File: config.mk
export PLATFORM = sky130hd
export DESIGN_NAME = regfile_write_ctrl
export DESIGN_NICKNAME = d
export VERILOG_FILES = /design/src/rtl/regfile_write_ctrl_pkg.sv /design/src/rtl/regfile_write_ctrl_rr_arb2.sv /design/src/rtl/regfile_write_ctrl.sv
export SDC_FILE = /design/constraint.sdc
export NUM_CORES = 1
export LEC_CHECK = 0
export ABC_AREA = 1
export CORE_MARGIN = 5
export CORE_UTILIZATION = 40
export CTS_CLUSTER_DIAMETER = 120
export DETAILED_ROUTE_END_ITERATION = 6
export PLACE_DENSITY_LB_ADDON = 0.05
export SETUP_SLACK_MARGIN = 0.2
export SLEW_MARGIN = 20
export SYNTH_ARGS = -nofsm -noshare
export SYNTH_HDL_FRONTEND = slang
export SYNTH_SLANG_ARGS = --single-unit
export TNS_END_PERCENT = 50
File: constraint.sdc
create_clock -name clk -period 2.5 [get_ports clk]
set_input_delay 0.25 -clock clk [delete_from_list [all_inputs] [get_ports clk]]
set_output_delay 0.25 -clock clk [all_outputs]
set_load 0.05 [all_outputs]
File: src/rtl/regfile_write_ctrl_pkg.sv
// Shared constants for the register-file write-port controller: FSM state
// encodings, requester ids and default geometry.
package regfile_ctrl_pkg;

  localparam logic CLEAR = 1'b0;
  localparam logic RUN   = 1'b1;

  localparam logic REQ_ALU = 1'b0;
  localparam logic REQ_MEM = 1'b1;

  localparam int DEF_NUM_REGS = 32;
  localparam int DEF_ADDR_W   = 5;
  localparam int DEF_DATA_W   = 32;

endpackage

File: src/rtl/regfile_write_ctrl_rr_arb2.sv
// Two-requester round-robin arbiter. On a tie the requester that was not
// granted last wins; the preference only moves when a grant is accepted.
module rr_arb2
  import regfile_ctrl_pkg::*;
(
  input  logic       clk,
  input  logic       rst_n,
  input  logic [1:0] req,
  input  logic       advance,
  output logic [1:0] gnt
);

  logic pref;

  // NOTE: every output of a combinational block gets a default first, so
  // no path through it can infer a latch.
  always_comb begin
    gnt = req;
    if (req == 2'b11) begin
      gnt = pref ? 2'b10 : 2'b01;
    end
  end

  // NOTE: sequential state is assigned with <= so every flop samples the
  // pre-edge values regardless of statement order.
  always_ff @(posedge clk or negedge rst_n) begin
    if (!rst_n) begin
      pref <= REQ_ALU;
    end else if (advance) begin
      pref <= gnt[REQ_ALU] ? REQ_MEM : REQ_ALU;
    end
  end

endmodule

File: src/rtl/regfile_write_ctrl.sv
// Owns the register file write port: clears every register after reset or on
// init_req, otherwise round-robins ALU and load writebacks onto the port.
module regfile_write_ctrl
  import regfile_ctrl_pkg::*;
#(
  parameter int                 NUM_REGS           = DEF_NUM_REGS,
  parameter int                 ADDR_W             = DEF_ADDR_W,
  parameter int                 DATA_W             = DEF_DATA_W,
  parameter logic [DATA_W-1:0]  INIT_VALUE         = '0,
  parameter bit                 ZERO_REG_HARDWIRED = 1'b1
) (
  input  logic              clk,
  input  logic              rst_n,
  input  logic              init_req,
  input  logic              alu_valid,
  output logic              alu_ready,
  input  logic [ADDR_W-1:0] alu_addr,
  input  logic [DATA_W-1:0] alu_data,
  input  logic              mem_valid,
  output logic              mem_ready,
  input  logic [ADDR_W-1:0] mem_addr,
  input  logic [DATA_W-1:0] mem_data,
  output logic              write_enable,
  output logic [ADDR_W-1:0] Addr_write,
  output logic [DATA_W-1:0] Data_in,
  output logic              busy
);

  localparam int                CNT_W = (NUM_REGS > 1) ? $clog2(NUM_REGS) : 1;
  localparam logic [CNT_W-1:0]  LAST  = CNT_W'(NUM_REGS - 1);

  logic              state;
  logic [CNT_W-1:0]  cnt;
  logic [1:0]        req;
  logic [1:0]        gnt;
  logic [ADDR_W-1:0] sel_addr;
  logic [DATA_W-1:0] sel_data;
  logic              issue;

  // Requests are masked during the sweep, so any grant is an accepted handshake.
  assign req = {mem_valid, alu_valid} & {2{state == RUN}};

  rr_arb2 u_arb (
    .clk     (clk),
    .rst_n   (rst_n),
    .req     (req),
    .advance (|gnt),
    .gnt     (gnt)
  );

  assign alu_ready = gnt[REQ_ALU];
  assign mem_ready = gnt[REQ_MEM];
  assign sel_addr  = gnt[REQ_MEM] ? mem_addr : alu_addr;
  assign sel_data  = gnt[REQ_MEM] ? mem_data : alu_data;

  // Writes to a hardwired r0 complete the handshake but never reach the port.
  assign issue = (|gnt) && !(ZERO_REG_HARDWIRED && (sel_addr == '0));

  always_ff @(posedge clk or negedge rst_n) begin
    if (!rst_n) begin
      state        <= CLEAR;
      cnt          <= '0;
      write_enable <= 1'b0;
      Addr_write   <= '0;
      Data_in      <= '0;
      busy         <= 1'b1;
    end else if (state == CLEAR) begin
      busy <= 1'b1;
      if (init_req) begin
        cnt          <= '0;
        write_enable <= 1'b0;
      end else begin
        write_enable <= 1'b1;
        Addr_write   <= ADDR_W'(cnt);
        Data_in      <= INIT_VALUE;
        if (cnt == LAST) begin
          state <= RUN;
          cnt   <= '0;
        end else begin
          cnt <= cnt + CNT_W'(1);
        end
      end
    end else begin
      // A grant in the init_req cycle still takes the next write slot; the
      // sweep naturally begins one cycle later.
      write_enable <= issue;
      if (issue) begin
        Addr_write <= sel_addr;
        Data_in    <= sel_data;
      end
      busy <= init_req;
      if (init_req) begin
        state <= CLEAR;
        cnt   <= '0;
      end
    end
  end

endmodule

=== After elaboration in Yosys (flattened, before gate mapping) ===
Index checks and enable logic that the tools add are counted.

* Add/subtract/negate cells: 1
* Mux-type cells: 21
* Bitwise operators: 1
* Eq/ne operators: 5
* Reductions and logical operators: 5

{| class="wikitable"
|+ Operator list
! operator !! count
|-
| $mux W32 || 4
|-
| $mux W5 || 8
|-
| $mux W1 || 7
|-
| $add A5 B1 Y5 const B || 1
|-
| $eq A5 B5 Y1 const B || 1
|-
| $logic_not A5 Y1 || 1
|-
| $mux W2 || 2
|-
| $ne A2 B1 Y1 const B || 2
|-
| $and A2 B2 Y2 || 1
|-
| $eq A2 B2 Y1 const B || 1
|-
| $ne A2 B2 Y1 const B || 1
|-
| $reduce_and A2 Y1 || 1
|-
| $reduce_or A2 Y1 || 1
|-
| $logic_and A1 B1 Y1 || 1
|-
| $logic_not A1 Y1 || 1
|}

* Output and inout port bits: 41
* Flip-flop bits (word level): 46

=== Logic depth before layout (Yosys ltp) ===
Gate-level depths: netlist of run 1.

* Depth in word-level cells: 9
* Depth in mapped cells: 11
* Gate-level depth less buffers: 10

=== By module ===
A second synthesis of run 1 with hierarchy kept.

* Cell total of the unflattened synthesis: 346
* Area total of the unflattened synthesis: 2,456.1 um^2

{| class="wikitable"
|+ By module, submodules not included
! module !! area each (um^2) !! cells an instance !! instances
|-
| regfile_write_ctrl || 2,393.5 || 337 || 1
|-
| rr_arb2 || 62.6 || 9 || 1
|}

=== Least setup slack after synthesis of run 1 ===
No wires, ideal clock.

* Path type: register to register
* Start point: register state
* End point: register Data_in[12]
* Path buffers: 3
* Data arrival time: 1.746 ns
* Required time: 2.380 ns
* Path slack: 0.634 ns
* Library setup time: 0.120 ns
* Stages on the path, launching flop included: 10
* Cell sequence: dfrtp_1 > buf_4 > nand2_1 > a21oi_2 > nor2_4 > o21bai_4 > buf_6 > buf_4 > nand3_1 > nand2_1

* Elaborated cells on any way between the ends: 14
* Those cells by class: 3 x eq/ne; 5 x mux; 1 x bitwise; 5 x reduce/logical

{| class="wikitable"
|+ RTL lines
! what !! RTL line !! text
|-
| start, declared || regfile_write_ctrl.sv:32 || <nowiki>logic state;</nowiki>
|-
| start signal, assigned || regfile_write_ctrl.sv:61 || <nowiki>state <= CLEAR;</nowiki>
|-
| start signal, assigned || regfile_write_ctrl.sv:77 || <nowiki>state <= RUN;</nowiki>
|-
| start signal, assigned || regfile_write_ctrl.sv:93 || <nowiki>state <= CLEAR;</nowiki>
|-
| $and A2 B2 Y2 * || regfile_write_ctrl.sv:41 || <nowiki>assign req = {mem_valid, alu_valid} & {2{state == RUN}};</nowiki>
|-
| $eq A2 B2 Y1 || regfile_write_ctrl_rr_arb2.sv:19 || <nowiki>if (req == 2'b11) begin</nowiki>
|-
| $mux W2 * || regfile_write_ctrl_rr_arb2.sv:19 ||
|-
| net alu_ready || regfile_write_ctrl.sv:16 || <nowiki>output logic alu_ready,</nowiki>
|-
| $reduce_or A2 Y1 * || regfile_write_ctrl.sv:57 || <nowiki>assign issue = (|gnt) && !(ZERO_REG_HARDWIRED && (sel_addr == '0));</nowiki>
|-
| $logic_and A1 B1 Y1 * || regfile_write_ctrl.sv:57 ||
|-
| $ne A2 B1 Y1 (no line) * || -- ||
|-
| $reduce_and A2 Y1 (no line) * || -- ||
|-
| end signal, assigned || regfile_write_ctrl.sv:89 || <nowiki>Data_in <= sel_data;</nowiki>
|-
| end, declared || regfile_write_ctrl.sv:25 || <nowiki>output logic [DATA_W-1:0] Data_in,</nowiki>
|}

Mark *: on every way through the listed nets, which the timed path passes. The rest lies on a longest branch. The select of a mux whose other input is x is not followed.
A chain may end at the register's enable or synchronous reset.

=== Worst setup path in the final report of run 1 ===
* Start point: input mem_valid
* End point: output mem_ready

* Longest elaborated chain between the ends: 3

{| class="wikitable"
|+ RTL lines
! what !! RTL line !! text
|-
| start, declared || regfile_write_ctrl.sv:19 || <nowiki>input logic mem_valid,</nowiki>
|-
| $and A2 B2 Y2 * || regfile_write_ctrl.sv:41 ||
|-
| $eq A2 B2 Y1 || regfile_write_ctrl_rr_arb2.sv:19 ||
|-
| $mux W2 * || regfile_write_ctrl_rr_arb2.sv:19 ||
|-
| end, declared || regfile_write_ctrl.sv:20 || <nowiki>output logic mem_ready,</nowiki>
|}

Every way passes the cells marked *; elsewhere a longest branch is shown, timed or not.

==> run summary, run 1 <==
The wire length per cell after detailed routing was 13.7 um; the clock net sink count was 46. The share of layout cells above drive strength 1 is 11.5%. Across the VDD grid, the largest voltage drop is 0.000217 V. The count of input and output buffers was 119; the worst-case setup margin in the final layout was 542 ps. The static power due to leakage was 0.00202 uW. TritonCTS built the clock tree. Each instance of the synthesized netlist takes up on average 7.62 um2. For the worst setup path, the data required time is 2250 ps. Biggest area consumer among synthesized cells: dfrtp_1. Aggregate negative setup slack: 0 ps. The die is 91.9 um tall.

The tools report the slack of the worst reg-to-reg path as 680 ps. The combined global-route utilization of all metal layers was 18.4%; the count of flip-flops with a built-in enable after synthesis was 0. The die covers 8450 um2. The clock-pin slew on the worst setup and hold paths came out at 80 ps. The top cell type by area accounts for 42.0% of the synthesized area. The sum of net half-perimeters after detailed placement was 5710 um; the depth of the worst register-to-register path was 11.

The number of antenna diodes in the final layout is 0. The synthesized design contains 46 register bits. The maximum net fanout on the critical path works out to 30.

Measured against its own limit, the worst slew margin works out to 63.2%. Post-cts repair resize count: 0. The flow ran to the end, and the final reports show no timing, DRC or antenna violations.

Tracing the worst setup path back leads to its startpoint at mem_valid. The mapped netlist covers 2680 um2. Dividing the final minimum period by the clock period gives 78.3%. At the end of the flow, the number of nets in the layout was 549. For this design the ratio of total power to cell area is 361 nW/um2. The run gives 5 as the number of buffers inserted during clock tree synthesis.

The tool flagged a number of max-cap violations equal to 0. For the worst setup path, the data arrival time is 1710 ps. From synthesis to final layout, the design area changed by 49.6%.

The number of setup buffers added after CTS is 0. By startpoint and endpoint, the worst setup path is classified as in2out. The critical path capture point type was a primary output. Entering global routing, the biggest net connects 39 pins. The die width is 91.9 um, and the count of TritonRoute iterations in the first routing pass is 4. The final critical-path required period was 1960 ps.

CTS built an H-tree with a depth of 2. The tools report the gate count of the mapped netlist as 352. The placed instances occupy a cell area of 3930 um2. Via count of the first global-routing pass: 2,579. The fraction of synthesis flops using an asynchronous set or reset pin works out to 100%. The root buffer cell chosen for the clock tree is clkbuf_8. The tools report the upper clock frequency limit as 511 MHz. By count the netlist is led by nand2_1 (159), nand3_1 (51), dfrtp_1 (45). 120 I/O pins were placed. Yosys attributes the largest share of cell area to dfrtp_1 (42%), nand2_1 (22%), nand3_1 (9.5%). The number of buffers between clock root and the deepest sink is 2.

Setup repair after global routing left no endpoint under its margin. For the pin with the worst max-slew slack, the measured transition is 551 ps. Yosys printed 0 warnings. The routed layout has 2,613 vias. The logs give 0 for the max-slew violation count and 42.9% for the sequential-to-total area share from yosys stat. The logs give 0.780 for the placer's final routability congestion estimate and 0 for the hold violation count in the final report.

STA classifies the critical path startpoint as an input pin. Row generation in the floorplan step produced 29 rows. The run gives 0 as the final number of setup-violating endpoints.

The cell with the most instances after synthesis was nand2_1. Once detail routing completed, the nets flagged for antenna violations numbered 0. For this configuration, the core starts out at a cell density of 41.8%.

The initial antenna violation count was 0; the total wire length after detailed routing was 7490 um. The standard cell core area was 6420 um2. Area of all placed cells without fillers: 4010 um2. The worst register-to-register path ends at Addr_write[2]. For the number of violations reported at the end of detailed-routing iteration 0, the log shows 94.

The number of filler cells placed in the layout is 581, and the clock latency on the worst-skew pair is 290 ps. The number of nets handed over by synthesis was 433. The path class of the tightest hold or removal check is in2async. The logs give 12,700 um for the wire length of the first global-routing pass and 1 for the number of hold-repair buffers added at the cts stage. Among all flip-flop cells after synthesis, the most frequent one is dfrtp_1. The logs give 0 for the detailed-route DRC error count and 1450 uW for the total power after layout. Clock skew on the completed layout was measured at 4.74 ps. Source of the worst register-to-register timing path: u_arb.pref. Global routing finished with a remaining overflow of 0.

Hold is met by 442 ps. Yosys mapped the design onto 29 distinct sky130hd cell types. The mean number of vias per cell was 4.79; the placement-stage worst setup slack was 351 ps.
worst max-delay path, cell delays in order:
cell and delay, ps:
clkdlybuf4s50_1 510, nand2_2 90, clkinv_4 70, nand2_4 130, inv_2 120, buf_4 340, buf_12 190
cell usage in the layout, fill, tap and decap left out, drive strengths merged:
| cell type | count |
|---|---|
| o21ai | 12 |
| inv | 18 |
| nand3b | 2 |
| dlygate4sd3 | 1 |
| xor2 | 1 |
| a21oi | 1 |
| or2 | 1 |
| nand3 | 72 |
| xnor2 | 1 |
| dfstp | 1 |
| ha | 2 |
| buf | 14 |
| clkinv | 1 |
| nand2 | 164 |
| clkdlybuf4s50 | 116 |
| dfrtp | 45 |
| o21bai | 2 |
| o22ai | 1 |
| clkbuf | 7 |
| nor2 | 5 |
| o211a | 1 |
per-stage QoR:
step | util [%] | std cells
floorplan | - | 352
global placement | 61.2 | 537
detailed placement | 61.2 | 537
CTS | 62.5 | 545
global route | 62.5 | 545
finish | 62.5 | 545
registers in the layout, indices dropped and copies added, names as in the netlist:
register / flops
cnt: 5
Addr_write: 5
write_enable: 1
u_arb.pref: 1
busy: 1
state: 1
Data_in: 32
kinds of logic (layout without fill, tap and decap cells):
logic type               Yosys count  count (layout)  share of synthesized area, %
XOR/XNOR                           2               2                         0.653
flip-flops                        46              46                          42.9
buffers and inverters             41             157                          8.11
adder cells (fa/ha/maj)            2               2                         0.932
AO/OA/AOI/OAI                     17              17                          4.29
AND/OR/NAND/NOR                  244             244                          43.1
routing by layer:
| layer | track usage, % | wire length, um |
|---|---|---|
| met1 | 23.7 | 3280 |
| met2 | 31.1 | 3600 |
| met3 | 4.75 | 537 |
| met4 | 4.33 | 70 |
| met5 | 0 | 0 |
cell type report:
cell class	count	area, um2	area share, %
multi-input combinational	265	1310	32.7
timing repair buffer	131	1300	32.4
clock buffer	7	76.3	1.90
inverter	19	76.3	1.90
tap	77	96.3	2.40
sequential	46	1150	28.7
power breakdown:
group	leakage (uW)	internal, uW	switching, uW
sequential	0.000629	755	9.90
clock	0.0000383	193	237
combinational	0.00135	144	110
total	0.00202	1090	357
worst max path at each step:
| stage | endpoint |
|---|---|
| finish | mem_ready |
| global route | mem_ready |
| CTS | mem_ready |
| detailed placement | Addr_write[0] |
| global placement | Addr_write[2] |
| floorplan | Data_in[12] |
(Power assumes the default switching activity.)
==> inputs of run 2 (changes only) <==
==> constraint.sdc (replaced) <==
create_clock -name clk -period 1.92 [get_ports clk]
set_input_delay 0.192 -clock clk [delete_from_list [all_inputs] [get_ports clk]]
set_output_delay 0.192 -clock clk [all_outputs]
set_load 0.05 [all_outputs]
==> run 2 against run 1 <==
  * Worst hold slack got worse by 31 ps
  * Clock skew increased by 3.2 ps
  * Non-clock buffer count rose by 5
  * Register-to-register slack lost 370 ps
  * Total power increased by 35%
  * Cell area up 3.5%
==> run summary, run 2 (synthesis gave the netlist of run 1 again) <==
The signal on the critical path passes through clkdlybuf4s50_1. The path type of the worst setup path is reg2out. The tools report the I/O pin count as 120 (unchanged).

The placement-stage worst setup slack was -30.0 ps (-381 ps). The logs give 6420 um2 (unchanged) for the standard cell core area and 46 (unchanged) for the clock net sink count. The arrival time at the worst endpoint is 1490 ps (-220 ps). The leftover overflow at the end of global routing was 0 (unchanged). For the total power after layout, the log shows 1950 uW (+35%). The wire length per cell after detailed routing was 13.8 um (+0.57%); the sequential standard cell area was 1150 um2 (unchanged). In this run the critical register-to-register path is captured at Data_in[10]. The area of the multi-input gates was 1330 um2 (+1.4%).

Depth of the worst register-to-register path: 10 (-1). The number of levels in the clock H-tree came out at 2 (unchanged). The transition time at the pin with the least slew margin works out to 543 ps (-7.34 ps). Critical path's top delay family: buffers and inverters. The worst hold slack across all endpoints is 411 ps (-31.0 ps). The wire length of the first global-routing pass is 12,900 um (+2.0%). The count of TritonRoute iterations in the first routing pass came out at 4 (unchanged). Required time at the worst-slack endpoint: 1730 ps (-520 ps). The worst hold path belongs to the class in2async. The die width works out to 91.9 um (unchanged). The number of violations reported at the end of detailed-routing iteration 0 came out at 74 (-21%). Routed via count: 2,656 (+1.6%).

Static timing analysis puts the maximum clock frequency at 595 MHz. For the clock latency on the worst-skew pair, the log shows 290 ps (about the same). The area of the die is 8450 um2 (unchanged), and the via count of the first global-routing pass is 2,692 (+4.4%). The number of filler cells placed in the layout came out at 597 (+2.8%). The sum of net half-perimeters after detailed placement is 5840 um (+2.2%), and the layout net count is 554 (+0.91%). In this run the clock root is driven by a clkbuf_8.

The final antenna-violating net count is 0 (unchanged), and the total wire length after detailed routing is 7620 um (+1.7%). For the hold violation count in the final report, the log shows 0 (unchanged). The clock-pin slew on the worst setup and hold paths is 90 ps (about the same). The slack of the worst reg-to-reg path is 310 ps (-370 ps). The flip-flop count of the largest register after layout is 32 (unchanged), and the worst slew margin relative to its limit is 63.7% (+0.49 points). Height of the die: 91.9 um (unchanged).

For the number of core rows, the log shows 29 (unchanged). Number of buffers inserted during clock tree synthesis: 5 (unchanged). The antenna diode count is 0 (unchanged). The flow ran to the end, and the final reports show no timing, DRC or antenna violations.

The share of the clock period used by the worst path after layout is 87.6%. The combined global-route utilization of all metal layers was 18.5% (+0.11 points); the effective utilization at floorplan was 41.8% (unchanged). The count of cell instances traversed by the critical path is 1 (-6). The power density of the placed cells was 471 nW/um2 (+30%); the area of all placed cells without fillers was 4150 um2 (+3.5%). Compared with the post-synthesis result, the final layout area differs by 54.7%. The worst clock skew was 7.96 ps (+3.22 ps). For the placer's final routability congestion estimate, the log shows 0.830 (+6.3%).

The critical path ends at Addr_write[0]. Setup repair after global routing could not meet its margin everywhere. For the pin count of the biggest net entering global routing, the log shows 31 (-21%).

The count of input and output buffers came out at 119 (unchanged). The share of layout cells above drive strength 1 was 13.3% (+1.8 points). The critical path startpoint category was a flip-flop.

In this run the critical register-to-register path is launched from u_arb.pref. The count of buffer and inverter cells on the critical path works out to 1 (-4). The maximum ir drop on the vdd rail was 0.000290 V (+34%).

The smallest clock period supported by the final layout is computed as 1680 ps. TritonCTS built the clock tree. The library cell used most frequently in the layout, excluding fill and tap cells, is nand2_1. The delay of the slowest cell on the worst path is 810 ps (+300 ps). The slowest stage of the critical path is the clkdlybuf4s50_1 cell. The standard cell area after detailed placement came out at 4010 um2 (+2.2%). The library cells used most frequently in the layout, excluding fill and tap cells, are nand2_1 (159), clkdlybuf4s50_1 (114), nand3_1 (51), dfrtp_1 (45), nand3_2 (21). The tools report the static power due to leakage as 0.00210 uW (+3.9%). STA classifies the critical path endpoint as a primary output. The largest registers in the layout are Data_in x32, Addr_write x5, cnt x5.

The maximum net fanout on the critical path was 2 (-93%). The mean number of vias per cell works out to 4.82 (+0.54%). The logs give 239 ps (-304 ps) for the worst-case setup margin in the final layout and 0 (unchanged) for the final number of setup-violating endpoints. The number of buffers between clock root and the deepest sink is 2 (unchanged), and the detailed-route DRC error count is 0 (unchanged). The register with the most flip-flops in the final layout is Data_in. The run gives 0 (unchanged) as the initial antenna violation count. The share of the core filled with cells in the final layout is 64.7% (+2.2 points), and the max-slew violation count is 0 (unchanged). For the number of maximum-capacitance violations, the log shows 0 (unchanged). Tracing the worst setup path back leads to its startpoint at Addr_write[0].
run 2: stage by stage:
stage / instances / TNS [ps]
final: 551 / 0
after global routing: 551 / 0
after CTS: 550 / 0
after detailed placement: 541 / -292
after global placement: 541 / 0
after floorplan: 352 / 0
run 2: repair_timing:
| action | CTS | global route |
|---|---|---|
| resized for setup | 2 | 6 |
| setup endpoints to repair | 23 | 45 |
| endpoints found under the hold margin | 20 | 0 |
| setup buffers | 0 | 1 |
| hold buffers | 1 | 0 |
run 2: worst min-delay path by stage:
stage	startpoint	to	slack [ps]	depth (start not counted)
4_1_cts	rst_n	cnt[4]	420	2
2_1_floorplan	rst_n	Addr_write[0]	-100	0
5_1_grt	rst_n	state	440	2
6_report	rst_n	cnt[2]	410	2
3_5_place_dp	rst_n	Data_in[29]	200	1
3_3_place_gp	rst_n	Data_in[29]	190	1
run 2: where the power goes:
group	internal, uW	total [uW]	switching, uW
registers	983	997	13.2
clock network	291	607	316
logic	202	351	149
total	1480	1950	478
run 2: layout make-up:
class                   instances  area share (%)
repair buffers                136            33.7
multi-input cells             265            32.1
clock buffers                   7            2.08
well taps                      77            2.32
flip-flops and latches         46            27.7
clock inverters                 1           0.121
inverters                      19            1.90
run 2: metal layers:
layer | GRT usage [%] | wire length (um) | up-vias
li1 | - | - | 1355
met2 | 31.4 | 3680 | 83
met1 | 23.6 | 3310 | 1214
met4 | 4.58 | 44 | 0
met5 | 0 | 0 | -
met3 | 4.99 | 584 | 4
==> inputs of run 3 (changes only) <==
==> constraint.sdc (replaced) <==
create_clock -name clk -period 1.8 [get_ports clk]
set_input_delay 0.18 -clock clk [delete_from_list [all_inputs] [get_ports clk]]
set_output_delay 0.18 -clock clk [all_outputs]
set_load 0.05 [all_outputs]
==> run 3 against run 2 <==
  * Combinational power is 14% higher
  * Total power is 8.6% higher
  * Setup slack worse by 110 ps
  * Sequential power is 6% higher
  * Largest cell class unchanged
==> run summary, run 3 (synthesis gave the netlist of run 1 again) <==
The flow ran to the end, and the final reports show no timing, DRC or antenna violations. Arrival time at the worst endpoint: 1490 ps (about the same). The delay of the slowest cell on the worst path works out to 830 ps (+20 ps).

The run gives 0 (unchanged) as the final antenna-violating net count. The critical path's top delay family is buffers and inverters. The placement-stage worst setup slack came out at -124 ps (-94.1 ps). The run gives 0 (unchanged) as the antenna diode count.

TritonCTS built the clock tree. The total wire length after detailed routing is 8430 um (+11%). For the total length of routed met2 wires, the log shows 4230 um (+15%). The layout net count is 574 (+3.6%). The library cell used most frequently in the layout, excluding fill and tap cells, is nand2_1.

The area of the die was 8450 um2 (unchanged); the synthesis-to-finish area growth was 67.7%. The wire length on met1 is 3480 um (+5.1%), and the routed via count is 2,811 (+5.8%). For the standard cell core area, the log shows 6420 um2 (unchanged). The max-slew violation count came out at 0 (unchanged).

The clock net sink count is 46 (unchanged). For the aggregate negative setup slack, the log shows 0 ps (unchanged). The initial antenna violation count is 0 (unchanged), and the number of buffers inserted during clock tree synthesis is 5 (unchanged).

The mean number of vias per cell was 4.92 (+2.1%). Among all stages on the critical path, the largest delay is contributed by clkdlybuf4s50_1. The number of filler cells placed in the layout is 533 (-11%), and the height of the die is 91.9 um (unchanged). The pin count of the biggest net entering global routing is 39 (+26%). For the I/O pin count, the log shows 120 (unchanged).

The sequential standard cell area is 1150 um2 (unchanged). The sum of net half-perimeters after detailed placement is 5800 um (-0.65%), and the worst-case setup margin in the final layout is 128 ps (-111 ps). Worst clock skew: 6.96 ps (-1.01 ps).

The power density of the placed cells was 472 nW/um2 (+0.18%); the share of layout cells above drive strength 1 was 19.4% (+6.1 points). For the clock latency on the worst-skew pair, the log shows 300 ps (about the same). For the combined global-route utilization of all metal layers, the log shows 18.9% (+0.33 points). The endpoint of the lowest-slack register-to-register path is Addr_write[1].

The worst slew margin relative to its limit came out at 58.1% (-5.6 points). The run gives 170 ps (-140 ps) as the slack of the worst reg-to-reg path. Maximum ir drop on the vdd rail: 0.000393 V (+35%).

The transition time at the pin with the least slew margin was 629 ps (+85.1 ps). The number of levels in the clock H-tree came out at 2 (unchanged). The tools report the final number of setup-violating endpoints as 0 (unchanged).

The via count of the first global-routing pass was 2,650 (-1.6%). The count of input and output buffers came out at 119 (unchanged). STA classifies the critical path endpoint as a primary output. The number of core rows is 29 (unchanged). The class of the most critical hold timing path was in2async.

The required time at the worst-slack endpoint came out at 1620 ps (-110 ps). Worst hold slack across all endpoints: 425 ps (+14.5 ps). For the placer's final routability congestion estimate, the log shows 0.805 (-3.0%). The highest metal layer with signal wires was met4.

In the finished design, the share of the clock period the worst path needs comes to 92.9%. Routed length on met3: 599 um (+2.6%). By startpoint and endpoint, the worst setup path is classified as reg2out. Derived from the worst setup path, the maximum achievable clock frequency is 598 MHz. Source of the worst register-to-register timing path: u_arb.pref. Critical path startpoint category: a flip-flop. The count of buffer and inverter cells on the critical path was 1 (unchanged). The tools report the area of the multi-input gates as 1420 um2 (+6.5%). For the number of violations reported at the end of detailed-routing iteration 0, the log shows 99 (+34%). The wire length of the first global-routing pass was 13,100 um (+1.5%); the number of maximum-capacitance violations was 0 (unchanged). The logs give 0 (unchanged) for the leftover overflow at the end of global routing and 0.00233 uW (+11%) for the static power due to leakage. Setup repair after global routing could not meet its margin everywhere.

The tools report the master cell of the clock root buffer as clkbuf_8. The maximum net fanout on the critical path works out to 2 (unchanged). The signal on the critical path passes through clkdlybuf4s50_1. Wire length per cell after detailed routing: 14.8 um (+6.8%). The clock-pin slew on the worst setup and hold paths works out to 90 ps (about the same). Register name with the most flops: Data_in. In the layout the commonest cells are nand2_1 (153), clkdlybuf4s50_1 (103), dfrtp_1 (45), nand3_1 (44), nand3_2 (25).

Count of TritonRoute iterations in the first routing pass: 4 (unchanged). The largest registers in the layout are Data_in x32, Addr_write x5, cnt x5. The hold violation count in the final report is 0 (unchanged). The flip-flop count of the largest register after layout is 32 (unchanged), and the depth of the worst register-to-register path is 11 (+1). The final critical-path required period was 1670 ps; the effective utilization at floorplan was 41.8% (unchanged). The die width works out to 91.9 um (unchanged).

The number of buffers between clock root and the deepest sink is 2 (unchanged), and the detailed-route DRC error count is 0 (unchanged).
run 3: cell types whose count changed in the layout (fill, tap and decap cells not counted), moves of 2 or more:
cell | previous run | this run
nand3_2 | 21 | 25
nand3_1 | 51 | 44
clkdlybuf4s50_1 | 114 | 103
buf_12 | 6 | 9
buf_6 | 2 | 4
clkbuf_16 | 0 | 4
buf_4 | 10 | 20
nand3_4 | 0 | 3
nand2_2 | 2 | 7
dlygate4sd2_1 | 0 | 10
nand2_1 | 159 | 153
run 3: worst max path at each step:
stage | startpoint | endpoint | slack, ps | depth (start not counted)
floorplan | state | Data_in[12] | 190 | 9
finish | Data_in[20] | Data_in[20] | 130 | 1
detailed placement | mem_valid | Data_in[4] | -120 | 11
global placement | mem_valid | Data_in[18] | -50 | 10
CTS | mem_valid | mem_ready | 120 | 8
global route | u_arb.pref | Addr_write[1] | 30 | 11
run 3: report_power, final:
group / switching, uW / internal [uW] / total, uW
clock: 351 / 311 / 662
combinational: 174 / 225 / 399
sequential: 13.6 / 1050 / 1060
total: 539 / 1580 / 2120
run 3: what timing repair did:
item | 4_1_cts | 5_1_grt
endpoints found under the hold margin | 23 | 0
gates cloned | 1 | 5
hold buffers | 1 | 0
setup buffers | 1 | 9
pin swaps | 3 | 26
resized for setup | 21 | 24
setup endpoints to repair | 73 | 67
run 3: area by class of cell:
type	count	area share [%]
clock buffer	7	1.92
clock inverter	1	0.111
multi-input combinational	265	31.5
inverter	19	1.75
tap	77	2.14
sequential	46	25.6
timing repair buffer	156	37.0
run 3: through the flow:
step / power [uW] / instances / area (um2) / util, %
after floorplan: 1210 / 352 / 2710 / -
after global placement: 1450 / 546 / 4060 / 63.2
after detailed placement: 1460 / 546 / 4060 / 63.2
after CTS: 2120 / 557 / 4200 / 65.4
after global routing: 2210 / 571 / 4500 / 70.1
final: 2120 / 571 / 4500 / 70.1
run 3: layer usage:
layer	vias up	track usage [%]
li1	1405	-
met1	1305	24.3
met2	92	31.8
met3	9	4.66
met4	0	4.70
met5	-	0
